==> config.mk <==
export PLATFORM = sky130hd
export DESIGN_NAME = toggle_event_decoder
export DESIGN_NICKNAME = d
export VERILOG_FILES = /design/src/rtl/toggle_pkg.sv /design/src/rtl/toggle_lane.sv /design/src/rtl/toggle_event_decoder.sv
export SDC_FILE = /design/constraint.sdc
export NUM_CORES = 1
export LEC_CHECK = 0
export CAP_MARGIN = 20
export CORE_AREA = 5 5 97 99
export DETAILED_ROUTE_END_ITERATION = 8
export DIE_AREA = 0 0 102 104
export SLEW_MARGIN = 40
export SYNTH_ARGS = -nofsm -noshare
export SYNTH_HDL_FRONTEND = slang
export SYNTH_HIERARCHICAL = 1
export SYNTH_SLANG_ARGS = --single-unit
==> constraint.sdc <==
create_clock -name clk -period 1.69 [get_ports clk]
set_input_delay 0.169 -clock clk [delete_from_list [all_inputs] [get_ports clk]]
set_output_delay 0.169 -clock clk [all_outputs]
set_load 0.01 [all_outputs]
==> src/rtl/toggle_pkg.sv <==
`default_nettype none
// ============================================================================
//  Module      : toggle_pkg
//  Description : Shared defaults and helpers for the toggle event decoder.
//                Holds the default lane count, the default counter width and
//                the depth of the optional input synchronizer.
//  Revision    : 1.0 - initial release
// ============================================================================
package toggle_pkg;

  // Default number of independent toggle lanes
  localparam int C_LANES_DEFAULT = 4;

  // Default width of each per-lane event counter
  localparam int C_CNT_W_DEFAULT = 8;

  // Number of flops in the optional per-lane input synchronizer
  localparam int C_SYNC_DEPTH = 2;

  // Width of a lane-select field; never collapses to zero bits
  function automatic int sel_width(input int lanes);
    return (lanes > 1) ? $clog2(lanes) : 1;
  endfunction

endpackage : toggle_pkg
`default_nettype wire

==> src/rtl/toggle_lane.sv <==
`default_nettype none
// ============================================================================
//  Module      : toggle_lane
//  Description : One toggle-encoded event lane. Optional 2-flop input
//                synchronizer (macro TOGGLE_INPUT_SYNC_EN), r1/r2 edge
//                detector, registered one-cycle pulse, wrapping event
//                counter, sticky and overflow flags.
//  Revision    : 1.0 - initial release
// ============================================================================
module toggle_lane
  import toggle_pkg::*;
#(
  parameter int CNT_W = C_CNT_W_DEFAULT
) (
  input  logic             clk,
  input  logic             rst,
  input  logic             load_i,
  input  logic             arm_i,
  input  logic             clr_i,
  input  logic             t_i,
  output logic             pulse_o,
  output logic [CNT_W-1:0] cnt_o,
  output logic             sticky_o,
  output logic             ovf_o
);

  logic             w_in;
  logic             w_event;
  logic             w_rec;

  logic             r1_q, r1_d;
  logic             r2_q, r2_d;
  logic             pulse_q, pulse_d;
  logic [CNT_W-1:0] cnt_q, cnt_d;
  logic             sticky_q, sticky_d;
  logic             ovf_q, ovf_d;

`ifdef TOGGLE_INPUT_SYNC_EN
  logic [C_SYNC_DEPTH-1:0] sync_q;

  // Shift the raw toggle level through the synchronizer chain
  always_ff @(posedge clk or negedge rst) begin
    if (!rst) begin
      sync_q <= '0;
    end else begin
      sync_q <= {sync_q[C_SYNC_DEPTH-2:0], t_i};
    end
  end

  assign w_in = sync_q[C_SYNC_DEPTH-1];
`else
  assign w_in = t_i;
`endif

  // A level difference between r1 and r2 is exactly one toggle event
  assign w_event = r1_q ^ r2_q;
  assign w_rec   = arm_i & w_event;

  // Next-state: edge detector, pulse, and clear-then-record bookkeeping
  always_comb begin
    r1_d     = r1_q;
    r2_d     = r2_q;
    pulse_d  = 1'b0;
    cnt_d    = cnt_q;
    sticky_d = sticky_q;
    ovf_d    = ovf_q;

    if (load_i) begin
      // Baseline both stages on the current level so no spurious event
      r1_d = w_in;
      r2_d = w_in;
    end else if (arm_i) begin
      r1_d    = w_in;
      r2_d    = r1_q;
      pulse_d = w_event;
    end

    if (clr_i) begin
      cnt_d    = w_rec ? CNT_W'(1) : '0;
      sticky_d = w_rec;
      ovf_d    = 1'b0;
    end else if (w_rec) begin
      cnt_d    = cnt_q + CNT_W'(1);
      sticky_d = 1'b1;
      if (cnt_q == {CNT_W{1'b1}}) begin
        ovf_d = 1'b1;
      end
    end
  end

  // Lane state registers, cleared immediately on reset
  always_ff @(posedge clk or negedge rst) begin
    if (!rst) begin
      r1_q     <= 1'b0;
      r2_q     <= 1'b0;
      pulse_q  <= 1'b0;
      cnt_q    <= '0;
      sticky_q <= 1'b0;
      ovf_q    <= 1'b0;
    end else begin
      r1_q     <= r1_d;
      r2_q     <= r2_d;
      pulse_q  <= pulse_d;
      cnt_q    <= cnt_d;
      sticky_q <= sticky_d;
      ovf_q    <= ovf_d;
    end
  end

  assign pulse_o  = pulse_q;
  assign cnt_o    = cnt_q;
  assign sticky_o = sticky_q;
  assign ovf_o    = ovf_q;

endmodule : toggle_lane
`default_nettype wire

==> src/rtl/toggle_event_decoder.sv <==
`default_nettype none
// ============================================================================
//  Module      : toggle_event_decoder
//  Description : Decodes LANES toggle-encoded event lines into one-cycle
//                pulses with per-lane counters, sticky and overflow flags.
//                Holds the post-reset arm sequencing, clr fan-out and the
//                counter read mux. Define TOGGLE_INPUT_SYNC_EN to insert a
//                2-flop synchronizer per lane ahead of the edge detector.
//  Revision    : 1.0 - initial release
// ============================================================================
module toggle_event_decoder
  import toggle_pkg::*;
#(
  parameter int LANES = C_LANES_DEFAULT,
  parameter int CNT_W = C_CNT_W_DEFAULT
) (
  input  logic                        clk,
  input  logic                        rst,
  input  logic [LANES-1:0]            t_in,
  input  logic                        clr,
  input  logic [sel_width(LANES)-1:0] cnt_sel,
  output logic [LANES-1:0]            pulse_out,
  output logic [CNT_W-1:0]            cnt_out,
  output logic [LANES-1:0]            sticky,
  output logic [LANES-1:0]            overflow
);

  localparam int SEL_W = sel_width(LANES);

  // Edges to wait after reset release before the lanes take their baseline
`ifdef TOGGLE_INPUT_SYNC_EN
  localparam logic [1:0] C_ARM_WAIT = 2'(C_SYNC_DEPTH);
`else
  localparam logic [1:0] C_ARM_WAIT = 2'd0;
`endif

  logic             arm_q, arm_d;
  logic [1:0]       settle_q, settle_d;
  logic             w_load;
  logic [CNT_W-1:0] w_lane_cnt [LANES];

  // Arm sequencing: wait for the input path to settle, then baseline once
  always_comb begin
    arm_d    = arm_q;
    settle_d = settle_q;
    w_load   = 1'b0;
    if (!arm_q) begin
      if (settle_q == C_ARM_WAIT) begin
        w_load = 1'b1;
        arm_d  = 1'b1;
      end else begin
        settle_d = settle_q + 2'd1;
      end
    end
  end

  // Arm state registers, cleared immediately on reset
  always_ff @(posedge clk or negedge rst) begin
    if (!rst) begin
      arm_q    <= 1'b0;
      settle_q <= 2'd0;
    end else begin
      arm_q    <= arm_d;
      settle_q <= settle_d;
    end
  end

  generate
    for (genvar gi = 0; gi < LANES; gi++) begin : g_lane
      toggle_lane #(
        .CNT_W (CNT_W)
      ) u_lane (
        .clk      (clk),
        .rst      (rst),
        .load_i   (w_load),
        .arm_i    (arm_q),
        .clr_i    (clr),
        .t_i      (t_in[gi]),
        .pulse_o  (pulse_out[gi]),
        .cnt_o    (w_lane_cnt[gi]),
        .sticky_o (sticky[gi]),
        .ovf_o    (overflow[gi])
      );
    end
  endgenerate

  // Read mux; selects that match no lane return zero
  always_comb begin
    cnt_out = '0;
    for (int i = 0; i < LANES; i++) begin
      if (cnt_sel == SEL_W'(i)) begin
        cnt_out = w_lane_cnt[i];
      end
    end
  end

endmodule : toggle_event_decoder
`default_nettype wire
==> impl_metrics.csv <==
group,metric,value,unit
logic_synthesis,mappedNetlistArea,0.00285,mm2
pwr,peakVddDrop,0.000362,V
placement,hpwl,4470,um
route,wl,6260,um
logic_synthesis,synth_top_area_share,48.2,%
final_layout,synthToLayoutAreaGrowth,20.0,%
route,drtPass1Iterations,4,
pwr,p_sw_share,27.2,%
global_routing,grt-ovfl-total,0,
route,via_per_inst,5.23,
placement,port_buffers,28,
die,die-width,102,um
pwr,combPwrFrac,15.5,%
die,die_y,104,um
die,die_area,0.0106,mm2
cts,cts_tree,"done",
cts,cts_root_buf,"clkbuf_8",
logic_synthesis,synth-main-ff-cell,"dfrtp_1",
logic_synthesis,synth.avg_cell_area,10.6,um2
placement,preCtsSetupSlack,-0.314,ns
timing,worst_slack,0.111,ns
pwr,clockPowerShare,27.5,%
pwr,intPower,1.89,mW
logic_synthesis,netlist_instances,269,
timing,hold_viol,0,
logic_synthesis,async_reset_ff_share,100,%
timing,grt_setup_unrepaired,"false",
setup_path,worstPathArrival,1.81,ns
route,drc,0,
pwr,p_sw,704,uW
status,status,"completed",
logic_synthesis,synth_edf_count,0,
logic_synthesis,ys_ff_latch,55,
cts,clkLatencyLatePin,0.30,ns
final_layout,layout.nets,320,
cts,cts_max_level,2,
timing,max_freq,633,MHz
die,core,0.00847,mm2
final_layout,diodes,0,
timing,finalSetupViolCount,0,
logic_synthesis,yosysTopAreaCell,"dfrtp_1",
final_layout,final_common_cell,"dfrtp_1",
cts,clkTransAtPathRegs,0.10,ns
setup_path,critical_path.max_fanout,5,
pwr,p_leak,1.43,nW
final_layout,utilization,40.4,%
placement,dpl_cell_area,0.00334,mm2
logic_synthesis,yosysSeqAreaShare,48.2,%
timing,fin_skew,0.00698,ns
run,cap_violations,0,
final_layout,final_cell_mix,"dfrtp_1 (55), a21oi_1 (28), inv_1 (19)",
final_layout,drive_above_1_share,17.9,%
global_routing,grt_max_degree,45,
cts,cts.sinks,55,
route,wl_per_cell,15.1,um
pwr,seqPwrFrac,57.0,%
die,start_util,33.7,%
timing,maxSlewViolCount,0,
timing,timing.hold.ws,0.319,ns
placement,gp_congestion,0.744,
die,io_pins,29,
hold_path,hold_path_class,"primary input to asynchronous set/reset pin",
setup_path,worstPathRequired,1.92,ns
final_layout,fillers,810,
timing,max-slew-margin-rel,49.0,%
cts,clockBufferDepth,2,
die,rows,34,
pwr,power,2.59,mW
global_routing,antenna_found_initial,0,
timing,tightest_slew,0.759,ns
logic_synthesis,synth_area_leaders,"dfrtp_1 (48%), mux4_2 (6.3%), a21oi_1 (4.9%)",
final_layout,fin_area,0.00342,mm2
timing,finalCritPeriodShare,93.4,%
route,final_antenna_net_count,0,
global_routing,first_global_vias,2093,
route,via_count,2169,
global_routing,grt_pass1_wl,10400,um
timing,period_minus_slack,1.58,ns
setup_path,r2r_slack,0.11,ns
setup_path,worstSetupStartpointType,"flip-flop",
logic_synthesis,yosys_warnings,6,
logic_synthesis,synth.distinct_cells,23,
logic_synthesis,synth.net_count,283,
setup_path,path_class,"flip-flop to flip-flop",
pwr,cellPowerDensity,757,mW/mm2
route,first_iter_violations,96,
cts,cts_buffers,5,
global_routing,track_usage,12.2,%
setup_path,cp-end-kind,"flip-flop",
-- synthesized netlist by cell type (all sizes together), types with 9 or more instances --
master,number
nand3,16
mux2,9
dfrtp,55
nor2,13
or4,16
inv,19
nor2b,9
o31ai,16
buf,9
xnor2,9
nand2,12
o21ai,16
a21oi,28
-- kinds of logic (layout without fill, tap and decap cells) --
family / Yosys count / in the layout / share of synthesized area, %
AOI/OAI and AO/OA: 60 / 60 / 11.9
DFF: 55 / 55 / 48.2
muxes: 21 / 21 / 11.3
and+or+nand+nor: 82 / 82 / 16.5
buffers and inverters: 33 / 71 / 5.88
adders and majority gates: 5 / 5 / 2.19
xor gates and xnor gates: 13 / 13 / 3.99
-- power by group through the flow --
| stage | Clock (mW) | Combinational [mW] | Sequential (mW) |
|---|---|---|---|
| floorplan | 0 | 0.245 | 1.48 |
| global placement | 0 | 0.405 | 1.51 |
| detailed placement | 0 | 0.415 | 1.50 |
| CTS | 0.752 | 0.403 | 1.48 |
| global route | 0.791 | 0.446 | 1.49 |
| finish | 0.713 | 0.401 | 1.48 |
-- routing by layer --
layer  global-route usage [%]  vias up  routed length [um]
li1                         -     1052                   -
met1                     16.8     1075                2970
met2                     18.8       36                2960
met3                     2.82        6                 237
met4                     3.94        0                  83
met5                        0        -                   0
-- timing repair --
item / in CTS / in global routing
hold endpoints to repair: 16 / 0
gates resized for setup: 32 / 3
hold buffers: 1 / 0
pin swaps: 0 / 1
setup endpoints to repair: 8 / 4
buffers inserted: 0 / 0
-- worst paths after layout --
| check | from | to | depth (start not counted) |
|---|---|---|---|
| min reg2reg | settle_q[1] | settle_q[1] | 1 |
| min | rst | g_lane[3].u_lane/sticky_o | 2 |
| max in group asynchronous | rst | g_lane[2].u_lane/cnt_o[4] | 3 |
| max | g_lane[2].u_lane/cnt_o[0] | g_lane[2].u_lane/ovf_o | 4 |
| max reg2reg | g_lane[2].u_lane/cnt_o[0] | g_lane[2].u_lane/ovf_o | 4 |
| min in group clk | t_in[3] | g_lane[3].u_lane/r2_q | 3 |
-- flip-flops by register name, indices dropped and copies added, names as in the netlist --
register,count
arm_q,1
g_lane.u_lane/cnt_o,32
g_lane.u_lane/ovf_o,4
g_lane.u_lane/pulse_o,4
g_lane.u_lane/r1_q,4
g_lane.u_lane/r2_q,4
g_lane.u_lane/sticky_o,4
settle_q,2
-- stage by stage --
stage          TNS (ns)  cells
2_1_floorplan         0    269
3_3_place_gp      -2.33    406
3_5_place_dp      -2.43    406
4_1_cts               0    415
5_1_grt               0    415
6_report              0    415
-- critical path: stages (launching register included) --
cell and delay, ns:
dfrtp_1 0.43, ha_1 0.20, nand3_1 0.16, or4b_1 0.55, a21oi_1 0.16
-- area by class of cell --
cell class	instances	area (um2)	share of cell area, %
timing repair buffer	44	423	12.4
inverter	19	71.3	2.08
multi-input combinational	181	1340	39.0
clock inverter	1	5.00	0.146
tap	108	135	3.95
clock buffer	7	76.3	2.23
sequential	55	1380	40.2
Power figures use the tool's default switching activity.
